<file path="config.mk">
export PLATFORM = sky130hd
export DESIGN_NAME = biu_mem_arbiter
export DESIGN_NICKNAME = d
export VERILOG_FILES = /design/src/rtl/biu_mem_arbiter_pkg.sv /design/src/rtl/biu_rr_pick2.sv /design/src/rtl/biu_mem_arbiter.sv
export SDC_FILE = /design/constraint.sdc
export NUM_CORES = 1
export LEC_CHECK = 0
export BUFFER_PORTS_ARGS = -buffer_cell sky130_fd_sc_hd__buf_2
export CAP_MARGIN = 20
export CORE_AREA = 2 2 109 111
export CTS_BUF_LIST = sky130_fd_sc_hd__clkbuf_16
export DETAILED_ROUTE_END_ITERATION = 10
export DIE_AREA = 0 0 111 113
export REMOVE_ABC_BUFFERS = 1
export SLEW_MARGIN = 20
export SYNTH_ARGS = -nofsm -noshare
export SYNTH_HDL_FRONTEND = slang
export SYNTH_SLANG_ARGS = --single-unit
</file>
<file path="constraint.sdc">
create_clock -name clk -period 2.1 [get_ports clk]
set_input_delay 0.42 -clock clk [delete_from_list [all_inputs] [get_ports clk]]
set_output_delay 0.42 -clock clk [all_outputs]
set_load 0.005 [all_outputs]
</file>
<file path="src/rtl/biu_mem_arbiter_pkg.sv">
// biu_mem_arbiter_pkg
// Shared encodings for the BIU memory-port arbiter: FSM states and the
// owner/last-grant master identifiers.
package biu_mem_arbiter_pkg;

  typedef enum logic [1:0] {
    ARB_IDLE = 2'd0,
    ARB_HOLD = 2'd1,
    ARB_WAIT = 2'd2
  } arb_state_e;

  typedef enum logic {
    ARB_OWN_IFU = 1'b0,
    ARB_OWN_LSU = 1'b1
  } arb_own_e;

endpackage

</file>
<file path="src/rtl/biu_rr_pick2.sv">
// biu_rr_pick2
// Combinational 2-way round-robin picker.
//   req[0] = IFU request, req[1] = LSU request
//   last   = master granted most recently
//   gnt    = one-hot grant (0 when nobody requests)
module biu_rr_pick2
  import biu_mem_arbiter_pkg::*;
(
  input  logic [1:0] req,
  input  arb_own_e   last,
  output logic [1:0] gnt
);

  // On a conflict the master that did not win last time goes first.
  always_comb begin
    gnt = 2'b00;
    case (req)
      2'b01:   gnt = 2'b01;
      2'b10:   gnt = 2'b10;
      2'b11:   gnt = (last == ARB_OWN_LSU) ? 2'b01 : 2'b10;
      default: gnt = 2'b00;
    endcase
  end

endmodule

</file>
<file path="src/rtl/biu_mem_arbiter.sv">
// biu_mem_arbiter
// Shares the single memory port between the IFU and the LSU. One transaction
// is outstanding at a time; the response is steered back to the issuing master
// without buffering.
//   clk, rst           : clock, synchronous active-high reset
//   ifu_req_* / rsp_*  : IFU fetch request (read only) and response channel
//   lsu_req_* / rsp_*  : LSU load/store request and response channel
//   mem_req_* / rsp_*  : memory-side request and response channel
module biu_mem_arbiter
  import biu_mem_arbiter_pkg::*;
#(
  parameter int AW = 32,
  parameter int DW = 32
) (
  input  logic            clk,
  input  logic            rst,
  input  logic            ifu_req_valid,
  output logic            ifu_req_ready,
  input  logic [AW-1:0]   ifu_req_addr,
  output logic            ifu_rsp_valid,
  input  logic            ifu_rsp_ready,
  output logic [DW-1:0]   ifu_rsp_rdata,
  output logic            ifu_rsp_err,
  input  logic            lsu_req_valid,
  output logic            lsu_req_ready,
  input  logic [AW-1:0]   lsu_req_addr,
  input  logic            lsu_req_write,
  input  logic [DW-1:0]   lsu_req_wdata,
  input  logic [DW/8-1:0] lsu_req_wstrb,
  output logic            lsu_rsp_valid,
  input  logic            lsu_rsp_ready,
  output logic [DW-1:0]   lsu_rsp_rdata,
  output logic            lsu_rsp_err,
  output logic            mem_req_valid,
  input  logic            mem_req_ready,
  output logic [AW-1:0]   mem_req_addr,
  output logic            mem_req_write,
  output logic [DW-1:0]   mem_req_wdata,
  output logic [DW/8-1:0] mem_req_wstrb,
  input  logic            mem_rsp_valid,
  output logic            mem_rsp_ready,
  input  logic [DW-1:0]   mem_rsp_rdata,
  input  logic            mem_rsp_err
);

  arb_state_e state_q, state_d;
  arb_own_e   owner_q, owner_d;
  arb_own_e   last_q,  last_d;
  arb_own_e   win;
  logic       req_vld;
  logic       own_rsp_rdy;
  logic [1:0] gnt;

  biu_rr_pick2 u_pick (
    .req  ({lsu_req_valid, ifu_req_valid}),
    .last (last_q),
    .gnt  (gnt)
  );

  // State, owner and last-grant registers; last_grant resets to LSU so the
  // IFU wins the first conflict.
  always_ff @(posedge clk) begin
    if (rst) begin
      state_q <= ARB_IDLE;
      owner_q <= ARB_OWN_IFU;
      last_q  <= ARB_OWN_LSU;
    end else begin
      state_q <= state_d;
      owner_q <= owner_d;
      last_q  <= last_d;
    end
  end

  // Next-state logic and the request/response steering muxes.
  always_comb begin
    state_d       = state_q;
    owner_d       = owner_q;
    last_d        = last_q;
    win           = owner_q;
    req_vld       = 1'b0;
    own_rsp_rdy   = 1'b0;
    ifu_req_ready = 1'b0;
    lsu_req_ready = 1'b0;
    ifu_rsp_valid = 1'b0;
    ifu_rsp_rdata = {DW{1'b0}};
    ifu_rsp_err   = 1'b0;
    lsu_rsp_valid = 1'b0;
    lsu_rsp_rdata = {DW{1'b0}};
    lsu_rsp_err   = 1'b0;
    mem_req_valid = 1'b0;
    mem_req_addr  = {AW{1'b0}};
    mem_req_write = 1'b0;
    mem_req_wdata = {DW{1'b0}};
    mem_req_wstrb = {(DW/8){1'b0}};
    mem_rsp_ready = 1'b0;

    case (state_q)
      ARB_IDLE, ARB_HOLD: begin
        // IDLE picks a fresh winner; HOLD keeps the latched owner so a late
        // request from the other master cannot preempt it.
        if (state_q == ARB_IDLE) begin
          win = gnt[1] ? ARB_OWN_LSU : ARB_OWN_IFU;
        end else begin
          win = owner_q;
        end
        req_vld = (win == ARB_OWN_LSU) ? lsu_req_valid : ifu_req_valid;
        if (req_vld) begin
          mem_req_valid = 1'b1;
          owner_d       = win;
          if (win == ARB_OWN_LSU) begin
            mem_req_addr  = lsu_req_addr;
            mem_req_write = lsu_req_write;
            mem_req_wdata = lsu_req_wdata;
            mem_req_wstrb = lsu_req_wstrb;
            lsu_req_ready = mem_req_ready;
          end else begin
            mem_req_addr  = ifu_req_addr;
            ifu_req_ready = mem_req_ready;
          end
          if (mem_req_ready) begin
            state_d = ARB_WAIT;
            last_d  = win;
          end else begin
            state_d = ARB_HOLD;
          end
        end else begin
          // A dropped request in HOLD is abandoned without issuing anything.
          state_d = ARB_IDLE;
        end
      end
      ARB_WAIT: begin
        own_rsp_rdy   = (owner_q == ARB_OWN_LSU) ? lsu_rsp_ready : ifu_rsp_ready;
        mem_rsp_ready = own_rsp_rdy;
        if (owner_q == ARB_OWN_LSU) begin
          lsu_rsp_valid = mem_rsp_valid;
          lsu_rsp_rdata = mem_rsp_valid ? mem_rsp_rdata : {DW{1'b0}};
          lsu_rsp_err   = mem_rsp_valid & mem_rsp_err;
        end else begin
          ifu_rsp_valid = mem_rsp_valid;
          ifu_rsp_rdata = mem_rsp_valid ? mem_rsp_rdata : {DW{1'b0}};
          ifu_rsp_err   = mem_rsp_valid & mem_rsp_err;
        end
        // Returning to IDLE costs one turnaround cycle before the next grant.
        if (mem_rsp_valid && own_rsp_rdy) begin
          state_d = ARB_IDLE;
        end else begin
          state_d = ARB_WAIT;
        end
      end
      default: begin
        state_d = ARB_IDLE;
      end
    endcase
  end

endmodule

</file>
# Word level (Yosys, flattened, before mapping)
# Index checks and enable logic that the tools add are counted.
# totals
regBits,4
elab_cells,59
in_bits,142
# classes
n_reduce_logical,5
n_bitwise,1
n_eq_ne,5
muxes,45
# op_table
operator,n
32-bit two-way mux,11
1-bit two-way mux,25
4-bit two-way mux,3
2-bit two-way mux,4
"2-bit == test, second input constant",3
2-bit case mux with 3 select lines,1
"2-bit by 1-bit == test with 1-bit output, second input constant",2
2-bit case mux with 2 select lines,1
3-bit AND reduction,1
2-bit logical NOT,1
2-bit AND reduction,1
2-bit OR reduction,1
1-bit AND,1
1-bit logical AND,1

# Logic depth before layout (Yosys ltp)
# Gate-level depths: netlist of run 1.
# depth
word_depth,8
ltp_mapped,6
ltp_nobuf,3

# Hierarchy
# Synthesis of run 1 repeated with hierarchy kept, for this count alone.
# hier_totals
cells_unflattened,265
hier_area_um2,1845.5
# by_module_without_submodules
mod,n_inst,cells_each,seq_area_each_um2,area_each_um2
biu_mem_arbiter,1,262,80.1,1826.8
biu_rr_pick2,1,3,0.0,18.8

# Least setup slack after synthesis of run 1
# No wires, ideal clock.
# synth_path
path_kind,flip-flop to output port
start,register state_q[0]
end,output mem_req_addr[25]
setup_slack_ns,0.416
t_arrival_ns,1.264
path_buffers,3
stages_incl_launch_ff,7
cell_sequence,dfxtp_1 > buf_6 > or2_1 > buf_2 > buf_2 > o211ai_1 > a31oi_1
# synth_via
elab_chain_len,6
elab_cells_between_ends,9
# synth_rtl
item,line,source
from (decl),biu_mem_arbiter.sv:46,"arb_state_e state_q, state_d;"
from (signal assigned),biu_mem_arbiter.sv:68,state_q <= state_d;
2-bit logical NOT,"biu_mem_arbiter.sv:97, biu_mem_arbiter.sv:101",
1-bit two-way mux,biu_mem_arbiter.sv:101,if (state_q == ARB_IDLE) begin
1-bit two-way mux,biu_mem_arbiter.sv:97,case (state_q)
32-bit two-way mux / 1-bit two-way mux (equally long branches),"biu_mem_arbiter.sv:110, biu_mem_arbiter.sv:106",
32-bit two-way mux,biu_mem_arbiter.sv:107,if (req_vld) begin
32-bit two-way mux *,biu_mem_arbiter.sv:97,
to (decl),biu_mem_arbiter.sv:36,"output logic [AW-1:0] mem_req_addr,"
# Mark *: on every way between the ends. The rest lies on a longest branch, timed or not. The select of a mux whose other input is x is not followed.

# Worst setup path after layout of run 1
# layout_path
start,register state_q[0]
end,output mem_req_wdata[31]
# layout_via
elab_chain_len,6
elab_cells_between_ends,9
# layout_rtl
item,line,source
2-bit logical NOT,"biu_mem_arbiter.sv:97, biu_mem_arbiter.sv:101",
1-bit two-way mux,biu_mem_arbiter.sv:101,
1-bit two-way mux,biu_mem_arbiter.sv:97,
32-bit two-way mux / 1-bit two-way mux (equally long branches),"biu_mem_arbiter.sv:110, biu_mem_arbiter.sv:106",
32-bit two-way mux,biu_mem_arbiter.sv:107,
32-bit two-way mux *,biu_mem_arbiter.sv:97,
to (decl),biu_mem_arbiter.sv:38,"output logic [DW-1:0] mem_req_wdata,"
# Marked as above.

==> flow_metrics.tcl, run 1 <==
set metrics [dict create \
    critPathKind "flop to output port" \
    finalCritPeriodShare 0.975 \
    final_common_cell "buf_2" \
    fin_crit_ns 2.05 \
    max_stage_delay_ns 0.35 \
    power.total_mw 1.24 \
    fin_hold_ws_ns 0.407 \
    grt.overflow.total 0 \
    drt_iter0_drc 366 \
    critical-path-top-delay-family "buffers and inverters" \
    ys.flop_type "dfxtp_1" \
    wl_per_cell_um 15.7 \
    critPathArrivalTime_ns 1.63 \
    crit_chain "buf_4, and2_1, o211a_1, buf_12, and2_1, buf_2" \
    firstDrtPassIters 4 \
    cts_max_path_buffers 2 \
    finalHoldViolCount 0 \
    rsz0062_at_grt "true" \
    r2r_slack_ns 0.55 \
    place_congestion 0.867 \
    final_nets 717 \
    yosysSeqAreaShare 0.0417 \
    layout_common_cells "buf_2, and2_1, nand3_1" \
    synth_edf_count 0 \
    crit_buf_inv 3 \
    cpMostUsedCell "and2_1" \
    die_w_um 111 \
    ir_drop_mv 0.254 \
    synth.area.mux_share 0.00521 \
    hold_path_class "input pin to flop" \
    seqCellArea_um2 86.3 \
    clk_latency_ns 0.22 \
    grt_max_degree 38 \
    grtUsageMet3 0.0396 \
    cts_tree "built" \
    multi_input_area_um2 1640 \
    grt_usage 0.158 \
    num_rows 39 \
    cts_max_level 1 \
    drv_cap 0 \
    routed_wl_um 11300 \
    relSlewSlack 0.788 \
    syn_area_um2 1920 \
    syn_avg_cell_area_um2 6.34 \
    synthAdderAreaFrac 0 \
    skew_ns 0.00105 \
    numClockSinks 4 \
    grt_pass1_wl_um 16300 \
    avgViaCountPerCell 4.70 \
    drv_slew 0 \
    start_kind "flop" \
    ys_types 30 \
    die_area_um2 12500 \
    start_util 0.170 \
    antennaDiodeCount 0 \
    yosysWarnings 0 \
    met1_usage 0.224 \
    nFillCells 1231 \
    tightestPinTransition_ns 0.317 \
    ys_seq_elements 4 \
    dieHeight_um 113 \
    worstHoldEndpoint "state_q[0]$_SDFF_PP0_" \
    cellPowerDensity_nw_per_um2 329 \
    synth-simple-area-share 0.552 \
    use_met2 0.247 \
    antenna_found_initial 5 \
    fmax_mhz 489 \
    r2r-start "state_q[0]$_SDFF_PP0_" \
    cp-end-kind "output port" \
    critPathRequiredTime_ns 1.68 \
    syn_inst 303 \
    hold_depth 2 \
    hold_path.startpoint "mem_req_ready" \
    dp_hpwl_um 8780 \
    hold_buffers 0 \
    drcViolationCount 0 \
    numPortBuffers 282 \
    ant_nets 0 \
    finalSetupViolations 0 \
    leakagePower_nw 2.07 \
    synth_compound_area_frac 0.288 \
    startpoint "state_q[0]$_SDFF_PP0_" \
    synth-xor-area-share 0 \
    async_flop_share 0 \
    cts_buffers 3 \
    grt.busiest_layer "met2" \
    core_um2 11300 \
    slowest_stage "dfxtp_4" \
    cts_root_buf "clkbuf_16" \
    rr_endpoint "last_q$_SDFFE_PP1P_" \
    status "completed" \
    ff2ff_path_depth 5 \
    cp_max_fo 37 \
    drive_gt1_frac 0.564 \
    synth_top_family_by_area "simple AND/OR/NAND/NOR gates" \
    ios 283 \
    clk_pin_slew_ns 0.03 \
    vias 3366 \
    grt_pass1_vias 3034 \
    path_depth 6 \
    syn_to_final_growth_pct 96.2 \
]
logic make-up (layout without fill, tap and decap cells):
logic type / Yosys count / count (layout)
buf+inv: 42 / 312
mux: 1 / 1
compound gates: 78 / 78
simple gates: 178 / 178
flops: 4 / 4
layout make-up:
cell class,count,area share
well taps,143,0.0475
clock buffers,3,0.0199
repair buffers,305,0.470
flip-flops and latches,4,0.0229
inverters,4,0.00398
multi-input cells,257,0.435
where the power goes:
group | switching, mW | internal [mW] | total [mW] | leakage [nW]
clock network | 0.0529 | 0.243 | 0.296 | 0.0370
registers | 0.0143 | 0.0838 | 0.0981 | 0.0344
logic | 0.419 | 0.428 | 0.846 | 2.00
synthesized netlist by cell type (2+ instances only):
| master | instances | area, um^2 |
|---|---|---|
| a21oi_1 | 2 | 10.0 |
| and2_1 | 105 | 657 |
| clkbuf_1 | 16 | 60.1 |
| o211ai_1 | 32 | 240 |
| nand3_1 | 64 | 320 |
| nor2_1 | 2 | 7.51 |
| buf_2 | 16 | 80.1 |
| buf_6 | 5 | 56.3 |
| a31oi_1 | 32 | 200 |
| inv_1 | 2 | 7.51 |
| nor3_1 | 2 | 10.0 |
| dfxtp_1 | 4 | 80.1 |
| inv_2 | 2 | 7.51 |
| o21ai_0 | 3 | 15.0 |
registers in the layout (all words and copies together) (netlist names):
| name | cells |
|---|---|
| state_q | 2 |
| last_q | 1 |
| owner_q | 1 |
through the flow:
| step | instance area [um^2] | std cells | utilization | setup TNS [ns] | setup slack [ns] |
|---|---|---|---|---|---|
| after floorplan | 1720 | 265 | - | -31.95 | -0.423 |
| after detailed placement | 3560 | 707 | 0.316 | 0 | 0.157 |
| final | 3770 | 716 | 0.334 | 0 | 0.0535 |
| after global placement | 3560 | 707 | 0.316 | 0 | 0.164 |
| after global routing | 3770 | 716 | 0.334 | -0.0203 | -0.0203 |
| after CTS | 3680 | 711 | 0.326 | 0 | 0.00754 |
how the worst max path moves through the flow:
stage / to / slack (ns)
CTS: mem_req_addr[2] / 0.008
floorplan: mem_req_addr[0] / -0.42
global route: mem_req_addr[18] / -0.02
global placement: mem_req_addr[9] / 0.16
finish: mem_req_wdata[31] / 0.05
detailed placement: mem_req_addr[2] / 0.16
per-layer routing:
layer	vias up	share of wire
met5	-	0.0012
met1	1472	0.44
met3	8	0.11
li1	1637	-
met2	247	0.44
met4	2	0.0050
timing repair:
action	in CTS	in global routing
endpoints found under the setup margin	12	85
resized for setup	2	6
setup buffers	0	3
pin swaps	0	4
cloned	1	2
No activity file was read; power rests on OpenSTA's default activity.
==> run 2, diff against run 1 <==
==> constraint.sdc (replaced) <==
create_clock -name clk -period 2.1 [get_ports clk]
set_input_delay 0.105 -clock clk [delete_from_list [all_inputs] [get_ports clk]]
set_output_delay 0.105 -clock clk [all_outputs]
set_load 0.005 [all_outputs]
==> run 2 against run 1 <==
Compared with the run above: global-route usage is 0.28 points lower; power is 7.7% lower; worst setup slack better by 0.13 ns; sequential cell count stayed put; sequential share of layout area hardly changed; fmax is 6.6% higher; combinational power is 12% lower; clock skew is 0.0013 ns higher; register-to-register slack hardly changed; non-clock buffer count is 11 lower; final cell count is 1.5% lower; critical path type unchanged; largest cell class is now multi-input combinational cells; highest routed layer unchanged.
==> flow_metrics.tcl, run 2 (synthesis gave the netlist of run 1 again) <==
set metrics [dict create \
    critPathRequiredTime_ns 2.00 \
    hold_buffers 0 \
    drt_iter0_drc 420 \
    die_area_um2 12500 \
    ctsResizeCount 0 \
    ir_drop_mv 0.221 \
    leakagePower_nw 1.95 \
    finalHoldViolCount 0 \
    power.total_mw 1.15 \
    drive_gt1_frac 0.548 \
    top_register "state_q" \
    numPortBuffers 282 \
    nFillCells 1270 \
    firstDrtPassIters 4 \
    final_cell_area_um2 3500 \
    final_nets 706 \
    fin_crit_ns 1.92 \
    cellPowerDensity_nw_per_um2 327 \
    drcViolationCount 0 \
    wl_per_cell_um 15.1 \
    status "completed" \
    critPathArrivalTime_ns 1.81 \
    grt_max_degree 49 \
    num_rows 39 \
    reg_top3 "state_q: 2 flops, last_q: 1 flops, owner_q: 1 flops" \
    dp_hpwl_um 8690 \
    antenna_found_initial 4 \
    avgViaCountPerCell 4.66 \
    grt_pass1_vias 3041 \
    skew_ns 0.00234 \
    routed_wl_um 10700 \
    hold_path_class "input pin to flop" \
    setup_tns_ns 0 \
    cts_root_buf "clkbuf_16" \
    largest_reg_flops 2 \
    start_util 0.170 \
    drv_cap 0 \
    cts_max_path_buffers 2 \
    worst_slack_ns 0.180 \
    fmax_mhz 521 \
    ant_nets 0 \
    fin_hold_ws_ns 0.0970 \
    cts_tree "built" \
    grt_usage 0.155 \
    grt.overflow.total 0 \
    drv_slew 0 \
    syn_to_final_growth_pct 82.3 \
    critPathKind "flop to output port" \
    die_w_um 111 \
    place_congestion 0.870 \
    tightestPinTransition_ns 0.469 \
    post_cts_buffers 0 \
    start_kind "flop" \
    clk_latency_ns 0.23 \
    clk_pin_slew_ns 0.03 \
    cp-end-kind "output port" \
    dpl_cell_area_um2 3430 \
    relSlewSlack 0.687 \
    cts_max_level 1 \
    antennaDiodeCount 0 \
    finalCritPeriodShare 0.914 \
    numClockSinks 4 \
    dpl_worst_slack_ns 0.405 \
    cts_buffers 3 \
    layout_common_cells "buf_2, and2_1, nand3_1" \
    finalSetupViolations 0 \
    ios 283 \
    dieHeight_um 113 \
    rsz0062_at_grt "false" \
    core_um2 11300 \
    grt_pass1_wl_um 16000 \
    cp_max_fo 34 \
    vias 3284 \
    final_common_cell "buf_2" \
]
==> run 2: final cells by class <==
cell class / instances / area (um^2) / share of cell area
inverter: 4 / 15.0 / 0.00429
clock buffer: 3 / 75.1 / 0.0214
sequential: 4 / 80.1 / 0.0229
multi-input combinational: 257 / 1630 / 0.464
timing repair buffer: 294 / 1530 / 0.436
tap: 143 / 179 / 0.0511
==> run 2: final timing paths <==
check                     endpoint  cells past startpoint  slack [ns]                  start
max reg2reg  state_q[0]$_SDFF_PP0_                      4        0.56  state_q[0]$_SDFF_PP0_
max                mem_req_addr[2]                      5        0.18  state_q[0]$_SDFF_PP0_
min reg2reg    last_q$_SDFFE_PP1P_                      1        0.58    last_q$_SDFFE_PP1P_
min          state_q[0]$_SDFF_PP0_                      2         0.1          mem_req_ready
==> run 2: metal layers <==
metal | wire (um) | track usage
met5 | 21 | 0
met4 | 112 | 0.0292
met2 | 4640 | 0.247
met1 | 4660 | 0.210
met3 | 1240 | 0.0461
==> run 2: power by group <==
part / total (mW) / leakage (nW) / switching, mW / internal [mW]
clock network: 0.300 / 0.0370 / 0.0561 / 0.244
logic: 0.747 / 1.88 / 0.391 / 0.355
registers: 0.0989 / 0.0331 / 0.0157 / 0.0832
==> run 2: stage by stage <==
step | utilization | instances
after detailed placement | 0.304 | 702
after CTS | 0.311 | 705
final | 0.311 | 705
after global routing | 0.311 | 705
after global placement | 0.304 | 702
after floorplan | - | 265
==> run 2: worst max-delay path, stage by stage, from the launching register on <==
cell and delay (ns):
dfxtp_1 0.60, or3b_4 0.44, o211ai_2 0.10, buf_12 0.22, a31oi_1 0.07, buf_2 0.14
